[src/rtl/jesd204b_byte_aligner.sv]
// jesd204b_byte_aligner: soft comma (K28.5) byte aligner for one JESD204B lane.
// Finds the comma, locks a byte offset, and rotates the raw 4-byte words so the
// comma lands in lane 0. Build option JESD_BYTE_ALIGN_STATS_EN enables the
// saturating realign_cnt statistic; without it realign_cnt reads 0.
//
// state  | meaning
// SEARCH | no candidate offset yet, waiting for any comma
// CHECK  | candidate offset taken, counting commas seen at that same offset
// LOCKED | offset confirmed; held until a comma shows up elsewhere
module jesd204b_byte_aligner #(
  parameter logic [7:0]  COMMA_BYTE = 8'hBC,
  parameter int unsigned LOCK_COUNT = 4
) (
  input  logic        link_clk,
  input  logic        link_reset_b,
  input  logic [31:0] raw_data,
  input  logic [3:0]  raw_datak,
  input  logic        pattern_align_en,
  output logic [31:0] rx_parallel_data,
  output logic [3:0]  rx_datak,
  output logic [3:0]  pattern_detect,
  output logic [1:0]  byte_offset,
  output logic        locked,
  output logic [15:0] realign_cnt
);

  typedef enum logic [1:0] {SEARCH, CHECK, LOCKED} state_t;

  localparam logic [3:0] LOCK_CNT = 4'(LOCK_COUNT);

  state_t      state_q, state_d;
  logic [1:0]  offset_q, offset_d;
  logic [3:0]  cnt_q, cnt_d;
  logic        locked_q, locked_d;
  logic [31:0] prev_q;
  logic [3:0]  prevk_q;
  logic [31:0] data_q, win_data;
  logic [3:0]  datak_q, win_k;
  logic [3:0]  detect_q, win_detect;
  logic [3:0]  comma_hit;
  logic        any_hit;
  logic [1:0]  first_p;
  logic [63:0] cat_data;
  logic [7:0]  cat_k;

  // Comma detection on the raw word; scanning downward makes the lowest byte win.
  always_comb begin
    comma_hit = '0;
    first_p   = 2'd0;
    for (int p = 0; p < 4; p++) begin
      comma_hit[p] = (raw_data[8*p +: 8] == COMMA_BYTE) && raw_datak[p];
    end
    for (int p = 3; p >= 0; p--) begin
      if (comma_hit[p]) first_p = 2'(p);
    end
    any_hit = |comma_hit;
  end

  // Rotation window over {current, previous} words selected by the live offset.
  always_comb begin
    cat_data = {raw_data, prev_q};
    cat_k    = {raw_datak, prevk_q};
    win_data = cat_data[31:0];
    win_k    = cat_k[3:0];
    case (offset_q)
      2'd0: begin win_data = cat_data[31:0];  win_k = cat_k[3:0]; end
      2'd1: begin win_data = cat_data[39:8];  win_k = cat_k[4:1]; end
      2'd2: begin win_data = cat_data[47:16]; win_k = cat_k[5:2]; end
      default: begin win_data = cat_data[55:24]; win_k = cat_k[6:3]; end
    endcase
    for (int i = 0; i < 4; i++) begin
      win_detect[i] = (win_data[8*i +: 8] == COMMA_BYTE) && win_k[i];
    end
  end

  // Alignment state machine next-state logic.
  always_comb begin
    state_d  = state_q;
    offset_d = offset_q;
    cnt_d    = cnt_q;
    locked_d = locked_q;
    case (state_q)
      SEARCH: begin
        if (pattern_align_en && any_hit) begin
          offset_d = first_p;
          cnt_d    = 4'd1;
          if (LOCK_CNT == 4'd1) begin
            state_d  = LOCKED;
            locked_d = 1'b1;
          end else begin
            state_d = CHECK;
          end
        end
      end
      CHECK: begin
        if (!pattern_align_en) begin
          state_d = SEARCH;
          cnt_d   = 4'd0;
        end else if (any_hit && (first_p == offset_q)) begin
          cnt_d = cnt_q + 4'd1;
          if (cnt_q + 4'd1 == LOCK_CNT) begin
            state_d  = LOCKED;
            locked_d = 1'b1;
          end
        end else if (any_hit) begin
          offset_d = first_p;
          cnt_d    = 4'd1;
        end
      end
      LOCKED: begin
        if (pattern_align_en && any_hit && (first_p != offset_q)) begin
          offset_d = first_p;
          cnt_d    = 4'd1;
          locked_d = 1'b0;
          state_d  = CHECK;
        end
      end
      default: begin
        state_d  = SEARCH;
        cnt_d    = 4'd0;
        locked_d = 1'b0;
      end
    endcase
  end

  // State machine and datapath registers.
  always_ff @(posedge link_clk or negedge link_reset_b) begin
    if (!link_reset_b) begin
      state_q  <= SEARCH;
      offset_q <= 2'd0;
      cnt_q    <= 4'd0;
      locked_q <= 1'b0;
      prev_q   <= 32'h0;
      prevk_q  <= 4'h0;
      data_q   <= 32'h0;
      datak_q  <= 4'h0;
      detect_q <= 4'h0;
    end else begin
      state_q  <= state_d;
      offset_q <= offset_d;
      cnt_q    <= cnt_d;
      locked_q <= locked_d;
      prev_q   <= raw_data;
      prevk_q  <= raw_datak;
      data_q   <= win_data;
      datak_q  <= win_k;
      detect_q <= win_detect;
    end
  end

`ifdef JESD_BYTE_ALIGN_STATS_EN
  logic [15:0] realign_cnt_q, realign_cnt_d;
  logic        realign_evt;

  // Count LOCKED->CHECK realigns, saturating at all-ones.
  always_comb begin
    realign_evt   = (state_q == LOCKED) && pattern_align_en && any_hit &&
                    (first_p != offset_q);
    realign_cnt_d = realign_cnt_q;
    if (realign_evt && (realign_cnt_q != 16'hFFFF)) realign_cnt_d = realign_cnt_q + 16'd1;
  end

  // Statistic register, cleared only by reset.
  always_ff @(posedge link_clk or negedge link_reset_b) begin
    if (!link_reset_b) realign_cnt_q <= 16'h0;
    else               realign_cnt_q <= realign_cnt_d;
  end

  assign realign_cnt = realign_cnt_q;
`else
  assign realign_cnt = 16'h0;
`endif

  assign rx_parallel_data = data_q;
  assign rx_datak         = datak_q;
  assign pattern_detect   = detect_q;
  assign byte_offset      = offset_q;
  assign locked           = locked_q;

endmodule

[config.mk]
export PLATFORM = sky130hd
export DESIGN_NAME = jesd204b_byte_aligner
export DESIGN_NICKNAME = d
export VERILOG_FILES = /design/src/rtl/jesd204b_byte_aligner.sv
export SDC_FILE = /design/constraint.sdc
export NUM_CORES = 1
export LEC_CHECK = 0
export ABC_AREA = 0
export CAP_MARGIN = 20
export CORE_MARGIN = 2
export CORE_UTILIZATION = 30
export DETAILED_ROUTE_END_ITERATION = 10
export SYNTH_ARGS = -nofsm -noshare
export SYNTH_HDL_FRONTEND = slang
export SYNTH_SLANG_ARGS = --single-unit
[constraint.sdc]
create_clock -name link_clk -period 1.7 [get_ports link_clk]
set_input_delay 0.425 -clock link_clk [delete_from_list [all_inputs] [get_ports link_clk]]
set_output_delay 0.425 -clock link_clk [all_outputs]
set_load 0.01 [all_outputs]
After elaboration in Yosys (flattened, before gate mapping)
Cells that the tools add are included.

Output and inout port bits: 59. Logic and storage cells: 84. Register bits after elaboration: 85.

Bitwise operators: 1. Add/sub/neg operators: 1. Muxes and demuxes: 29. Equality and inequality tests: 25. Reductions and logical operators: 19.

Operators by type and width (number): $pmux W32 S3 (1); $eq A8 B8 Y1 const B (8); $mux W2 (14); $pmux W4 S3 (2); $mux W4 (5); $ne A2 B2 Y1 const B (7); $pmux W2 S3 (2); $logic_and A1 B1 Y1 (11); $ne A3 B3 Y1 const B (2); $reduce_and A6 Y1 (1); $reduce_and A5 Y1 (1); $add A4 B1 Y4 const B (1); $eq A2 B1 Y1 const B (2); $eq A2 B2 Y1 const B (2); $eq A4 B3 Y1 const B (1); $logic_not A2 Y1 (2); $mux W1 (4); $ne A4 B4 Y1 const B (1); $reduce_and A4 Y1 (1); $reduce_or A4 Y1 (1); $pmux W1 S3 (1); $reduce_and A3 Y1 (1); $reduce_bool A3 Y1 (1); $eq A2 B2 Y1 (1); 2 further kinds (2).

Logic depth before layout (Yosys ltp)
Gate-level depths: netlist (run 1).

Word-level depth: 11. Gate-level depth with buffers: 8. Depth with buffers taken out: 7.

Least setup slack after synthesis (run 1)
OpenSTA, ideal clock, no wires.

Path kind: input port to flip-flop. From: in raw_data[16]. To: reg cnt_q[0]. Cell stages on the path: 7. Library setup time: 0.095 ns. Data required time: 1.605 ns. Setup slack: -0.086 ns. Arrival time: 1.690 ns. Cells stage by stage: nor3b_1 > nand4_2 > mux2i_1 > a31oi_4 > nand2_4 > and3_4 > o32ai_2.

Cells in the longest elaborated chain, start to end: 10.

Ends and longest elaborated chain: start: declaration (RTL line 16) `input logic [31:0] raw_data,`; $eq A8 B8 Y1 * (RTL line 51) `comma_hit[p] = (raw_data[8*p +: 8] == COMMA_BYTE) && raw_datak[p];`; $logic_and A1 B1 Y1 * (RTL line 51); $mux W2 (3 in a row) (RTL line 54) `if (comma_hit[p]) first_p = 2'(p);`; $eq A2 B2 Y1 (RTL line 99) `end else if (any_hit && (first_p == offset_q)) begin`; $logic_and A1 B1 Y1 (RTL line 99); $mux W4 (RTL line 99); $mux W4 (RTL line 96) `if (!pattern_align_en) begin`; $pmux W4 S3 (RTL line 82) `case (state_q)`; end signal: assignment (RTL line 141) `cnt_q <= cnt_d;`; end: declaration (RTL line 33) `logic [3:0] cnt_q, cnt_d;`.

Mark *: on every way between the ends. The rest lies on a longest branch, timed or not. A chain may end at the register's enable or synchronous reset.

Worst setup path in the final report (run 1)
From: reg offset_q[1] (netlist: byte_offset[1]). To: reg detect_q[3] (netlist: pattern_detect[3]).

Cells in the longest elaborated chain, start to end: 4.

Ends and longest elaborated chain: start: declaration (RTL line 32) `logic [1:0] offset_q, offset_d;`; start signal: assignment (RTL line 140) `offset_q <= offset_d;`; $eq A2 B2 Y1, or another cell as far along (RTL line 65) `case (offset_q)`; $pmux W32 S3 * (RTL line 65); net win_data[24] (RTL line 37) `logic [31:0] data_q, win_data;`; $eq A8 B8 Y1 * (RTL line 72) `win_detect[i] = (win_data[8*i +: 8] == COMMA_BYTE) && win_k[i];`; $logic_and A1 B1 Y1 * (RTL line 72); net win_detect[3] (RTL line 39) `logic [3:0] detect_q, win_detect;`; end signal: assignment (RTL line 147) `detect_q <= win_detect;`; end: declaration (RTL line 39).

Mark *: on every way through the listed nets, which the timed path passes. The rest lies on a longest branch.

==> reports/results.ini, run 1 <==
[detailed_routing]
routedWlPerCell_um=16.4
drc=0
finalWirelength_um=9840
antenna_left=0
drt_iter0_markers=181
firstDrtPassIters=4
via_per_inst=4.65
vias=2785

[synthesis]
synth_area_leader_cell=dfrtp_1
ys_top_cells_by_count=dfrtp_1, mux4_2, buf_4
netlist_area_mm2=0.00391
ys_seq_area_share_pct=54.4
synth_fa_ha_area_share_pct=0.640
synthMuxAreaShare_pct=19.2
synth.most_common_cell=dfrtp_1
synthTopCellsByArea=dfrtp_1, mux4_2, buf_4
post_synth.cell_area_avg_um2=14.2
synth_edf_count=0
synth_ff_type=dfrtp_1
synth_compound_area_share_pct=6.08
yosys_warnings=0
synth_seq_cells=85
synth_top_family_by_area=multiplexers
synthSimpleGateAreaFrac_pct=13.3
synth.top_cell.area_share_pct=54.4
synthCells=276
async_flop_share_pct=100
yosys.area_share.xor_xnor_pct=0.448
synth.distinct_cells=55

[final_layout]
drive_gt1_share_pct=41.5
fin_cells=599
nNetsFinal=463
diodes=0
syn2layout_area_growth_pct=44.6
fin_util_pct=44.6

[timing]
holdWs_ns=0.00250
period_needed_ns=1.83
worstMarginPinSlew_ns=0.551
fmax_mhz=547
fin_crit_sh_pct=107
drv_slew=0
setup_violations=8
finalClockSkew_ns=0.0104
slew_headroom_pct=63.3
rsz0062_at_grt=true
fin_ws_ns=-0.127
hold_violations=0

[global_route]
overflow=0
antenna_found_initial=0
grt_max_degree=44
grt_first_pass_wirelength_um=15900
grtUsageTotal_pct=14.7
first_global_vias=2909

[cts]
insertion_delay_ns=0.34
cts_tree=done
cts_root_buf=clkbuf_16
cts_buffer_depth=2
cts_sinks=85
cts_buffers=9
cts_htree_levels=3
clk_pin_slew_ns=0.07
cts_hold_buf=0

[setup_path]
critPathArrivalTime_ns=2.08
path_buf_inv=2
crit_chain=buf_12 -> buf_4 -> nor2_1 -> a21oi_1 -> or3b_4 -> nor4b_2
cpPeakStageDelay_ns=0.51
worstSetupPathType=reg2reg
end_kind=flop
required_ns=1.95
slowest_stage=dfrtp_4
critPathLaunchType=flop
cp_top_family=simple AND/OR/NAND/NOR gates
worstPathMaxFanout=18

[placement]
place.gp.congestion=0.818
port_buffers=81
dp_slack_ns=-0.848
hpwl_um=7560
place_inst=574

[status]
status=finished, violations left
violations=setup timing

[die]
core_mm2=0.0127
fp-row-count=41
fp.dieW_um=118
ios=98
initial_core_util_pct=30.8
fp.dieH_um=118
die_area_mm2=0.0140

[worst_hold_path]
min_path_type=in2async

[flow_run]
drv_cap=0

[power]
power_uw=5260
power.density_mw_per_mm2=931
ir_worst_vdd_mv=0.452
p_leak_uw=0.00240

-- where the power goes --
group	switching, uW	leakage (uW)	internal (uW)	total, uW
Sequential	70.0	0.00101	2200	2270
Clock	817	0.000132	1040	1850
Combinational	523	0.00126	616	1140
Total	1410	0.00240	3850	5260
-- worst paths after layout --
kind | endpoint | slack [ns] | cells past startpoint | from
min | rx_parallel_data[15] | 0.003 | 1 | link_reset_b
min reg2reg | cnt_q[3] | 0.56 | 2 | cnt_q[3]
max | pattern_detect[3] | -0.13 | 6 | byte_offset[1]
max reg2reg | pattern_detect[3] | -0.13 | 6 | byte_offset[1]
max in group asynchronous | byte_offset[0] | 1.12 | 2 | link_reset_b
min in group link_clk | prev_q[28] | 0.21 | 1 | raw_data[28]
-- final cells by class --
class / count / area, um2
Multi-Input combinational cell: 172 / 1760
Clock buffer: 10 / 239
Inverter: 6 / 22.5
Timing Repair Buffer: 148 / 1240
Sequential cell: 85 / 2130
Tap cell: 172 / 215
Clock inverter: 6 / 45.0
Fill cell: 1146 / 7020
-- what timing repair did --
| action | in CTS | in global routing |
|---|---|---|
| cloned | 1 | 0 |
| gates resized for setup | 101 | 40 |
| hold endpoints to repair | 0 | 0 |
| pin swaps | 33 | 24 |
| setup buffers | 5 | 3 |
| endpoints found under the setup margin | 18 | 16 |
-- registers in the layout, indices dropped and copies added (netlist names) --
signal            flops
prev_q               32
rx_datak              4
state_q               2
cnt_q                 4
rx_parallel_data     32
pattern_detect        4
prevk_q               4
locked                1
byte_offset           2
-- metrics by stage --
step / TNS (ns) / cell area [um2]
2_1_floorplan: -0.0969 / 3990
3_3_place_gp: -8.58 / 5270
3_5_place_dp: -9.30 / 5270
4_1_cts: -0.931 / 5650
5_1_grt: -1.59 / 5650
6_report: -0.361 / 5650
-- per-layer routing --
layer  vias up  routed length (um)  global-route usage [%]
li1       1291                   -                       -
met1      1395                4160                    18.5
met2        85                4990                    25.0
met3        14                 525                    3.14
met4         0                 167                    5.35
met5         -                   0                       0
-- cell usage in the layout (no fill, tap or decap), drive strengths merged, types with 3 or more instances in the layout --
cell type | Yosys | routed
dfrtp | 85 | 85
buf | 27 | 78
clkdlybuf4s50 | 0 | 39
mux4 | 24 | 24
clkbuf | 2 | 22
nand2 | 18 | 19
conb | 1 | 16
mux2i | 13 | 13
o21ai | 13 | 13
dlygate4sd2 | 0 | 11
nor2 | 10 | 10
a21oi | 9 | 9
nand4 | 8 | 8
inv | 6 | 8
nor2b | 7 | 7
mux2 | 7 | 7
clkdlybuf4s15 | 0 | 7
and4b | 4 | 4
nor3b | 4 | 4
nand4b | 3 | 3
nand3 | 3 | 3
clkinvlp | 0 | 3
nor4b | 3 | 3
and3 | 3 | 3
-- kinds of logic (layout without fill, tap and decap cells) --
| group | count (synthesis) | after routing |
|---|---|---|
| compound gates | 34 | 34 |
| other cells | 1 | 16 |
| flops | 85 | 85 |
| mux | 44 | 44 |
| fa+ha+maj | 2 | 2 |
| buf+inv | 35 | 170 |
| xor+xnor | 2 | 2 |
| simple gates | 73 | 74 |
(Power assumes the default switching activity.)
==> run 2, diff against run 1 <==
- CORE_UTILIZATION: 30 -> 31
- MAX_ROUTING_LAYER: not set -> met4
==> reports/results.ini, run 2 (synthesized netlist as in run 1, its figures left out) <==
[status]
status=finished, violations left
violations=setup timing

[timing]
slew_headroom_pct=57.4  ; -5.9 points
finalClockSkew_ns=0.00638  ; -0.00407 ns
setup_violations=14  ; +6
worstMarginPinSlew_ns=0.639  ; +0.0885 ns
rsz0062_at_grt=true
fin_crit_sh_pct=111  ; +3.9 points
hold_violations=0  ; unchanged
fin_ws_ns=-0.193  ; -0.0666 ns
fmax_mhz=528  ; -3.5%
drv_slew=0  ; unchanged
setup_tns_ns=-1.57  ; -1.21 ns
period_needed_ns=1.89  ; +0.0666 ns

[detailed_routing]
routedWlPerCell_um=16.5  ; +0.74%
vias=2941  ; +5.6%
antenna_left=0  ; unchanged
via_per_inst=4.68  ; +0.56%
firstDrtPassIters=4  ; unchanged
drc=0  ; unchanged
drt_iter0_markers=224  ; +24%
finalWirelength_um=10400  ; +5.8%

[cts]
cts_buffers=9  ; unchanged
cts_hold_buf=0  ; unchanged
cts_tree=done
cts_sinks=85  ; unchanged
cts_htree_levels=3  ; unchanged
insertion_delay_ns=0.33  ; about the same
cts_buffer_depth=2  ; unchanged
clk_pin_slew_ns=0.06  ; about the same
cts_root_buf=clkbuf_16

[final_layout]
drive_gt1_share_pct=44.5  ; +3.1 points
final-seq-area_mm2=0.00213  ; unchanged
final.fill_count=1080  ; -5.8%
multiInputGateArea_mm2=0.00184  ; +5.0%
syn2layout_area_growth_pct=55.9
nNetsFinal=493  ; +6.5%
final_cell_mix=buf_4, dfrtp_1, clkdlybuf4s50_1, mux4_2, dlygate4sd2_1
final_common_cell=buf_4
fin_util_pct=48.9  ; +4.3 points

[setup_path]
required_ns=1.94  ; about the same
reg2reg_depth=9  ; +3
reg2reg_slack_ns=-0.19  ; -0.07 ns
timing.rr.start=byte_offset[0]
rr_endpoint=cnt_q[0]
critPathLaunchType=flop
worstPathMaxFanout=5  ; -13
critPathArrivalTime_ns=2.13  ; +0.05 ns
worstSetupPathType=reg2reg
end_kind=flop

[die]
core_mm2=0.0125  ; -1.6%
die_area_mm2=0.0135  ; -3.1%
fp.dieW_um=116  ; -1.6%
fp.dieH_um=116  ; -1.6%
ios=98  ; unchanged
initial_core_util_pct=31.4  ; +0.51 points
fp-row-count=41  ; unchanged

[power]
power.density_mw_per_mm2=921  ; -1.1%
ir_worst_vdd_mv=0.394  ; -13%
p_leak_uw=0.00260  ; +8.1%

[global_route]
grtUsageTotal_pct=16.5  ; +1.7 points
first_global_vias=3059  ; +5.2%
grt_max_degree=86  ; +95%
grt_first_pass_wirelength_um=16000  ; +1.0%
antenna_found_initial=1  ; +1
overflow=0  ; unchanged

[placement]
port_buffers=81  ; unchanged
hpwl_um=7440  ; -1.5%
place.gp.congestion=0.813  ; -0.54%

[worst_hold_path]
min_path_type=in2async

[flow_run]
drv_cap=0  ; unchanged

run 2: cell count changes in the layout (fill, tap and decap cells not counted), sizes merged, moves of 2 or more:
cell	change
clkinvlp	-3
clkdlybuf4s50	+4
bufinv	+2
inv	-2
clkbuf	-10
dlygate4sd2	+9
buf	+28
run 2: power by group:
| group | internal, uW | switching [uW] | leakage (uW) |
|---|---|---|---|
| Sequential | 2200 | 72.6 | 0.00101 |
| Combinational | 721 | 575 | 0.00144 |
| Clock | 1280 | 762 | 0.000150 |
| Total | 4200 | 1410 | 0.00260 |
run 2: area by class of cell:
cell class,instances,area share [%]
clock inverter,4,1.21
inverter,6,0.370
tap,172,3.53
multi-input combinational,172,30.3
clock buffer,11,3.82
timing repair buffer,178,25.8
antenna,1,0.0411
sequential,85,35.0
run 2: worst max path at each step:
| stage | startpoint | endpoint | slack (ns) | depth (start not counted) |
|---|---|---|---|---|
| 2_1_floorplan | raw_data[0] | byte_offset[0] | -0.06 | 6 |
| 3_3_place_gp | raw_datak[0] | cnt_q[1] | -0.71 | 8 |
| 3_5_place_dp | raw_data[4] | cnt_q[2] | -0.77 | 8 |
| 4_1_cts | byte_offset[0] | pattern_detect[3] | -0.18 | 7 |
| 5_1_grt | byte_offset[0] | cnt_q[0] | -0.28 | 9 |
| 6_report | byte_offset[0] | cnt_q[0] | -0.19 | 9 |
run 2: timing repair:
item	CTS	global route
gates resized for setup	118	19
pin swaps	35	11
gates cloned	1	1
setup endpoints to repair	16	17
buffers inserted	19	4
run 2: critical path, cell delays in order, from the launching register on:
cell,delay (ns)
dfrtp_2,0.41
buf_4,0.14
buf_4,0.13
nor4bb_4,0.14
nand4_1,0.15
mux2i_4,0.10
a31oi_4,0.24
nand2_4,0.11
and3_4,0.18
o32ai_2,0.20
run 2: per-stage QoR:
stage               instance area, um2  cells  worst slack [ns]  hold slack (ns)  total power, uW
floorplan                         3990    291           -0.0552            0.129             2760
global placement                  5380    588            -0.705            0.497             3450
detailed placement                5380    588            -0.772            0.498             3460
CTS                               5940    623            -0.176            0.142             5570
global route                      6090    629            -0.277            0.166             5870
finish                            6090    629            -0.193            0.118             5610
run 2: metal layers:
metal	global-route usage (%)	wire [um]	vias to the layer above
met5	-	0	-
met4	6.27	212	0
met3	3.11	458	19
met2	27.2	5330	94
met1	20.1	4410	1475
li1	-	-	1353
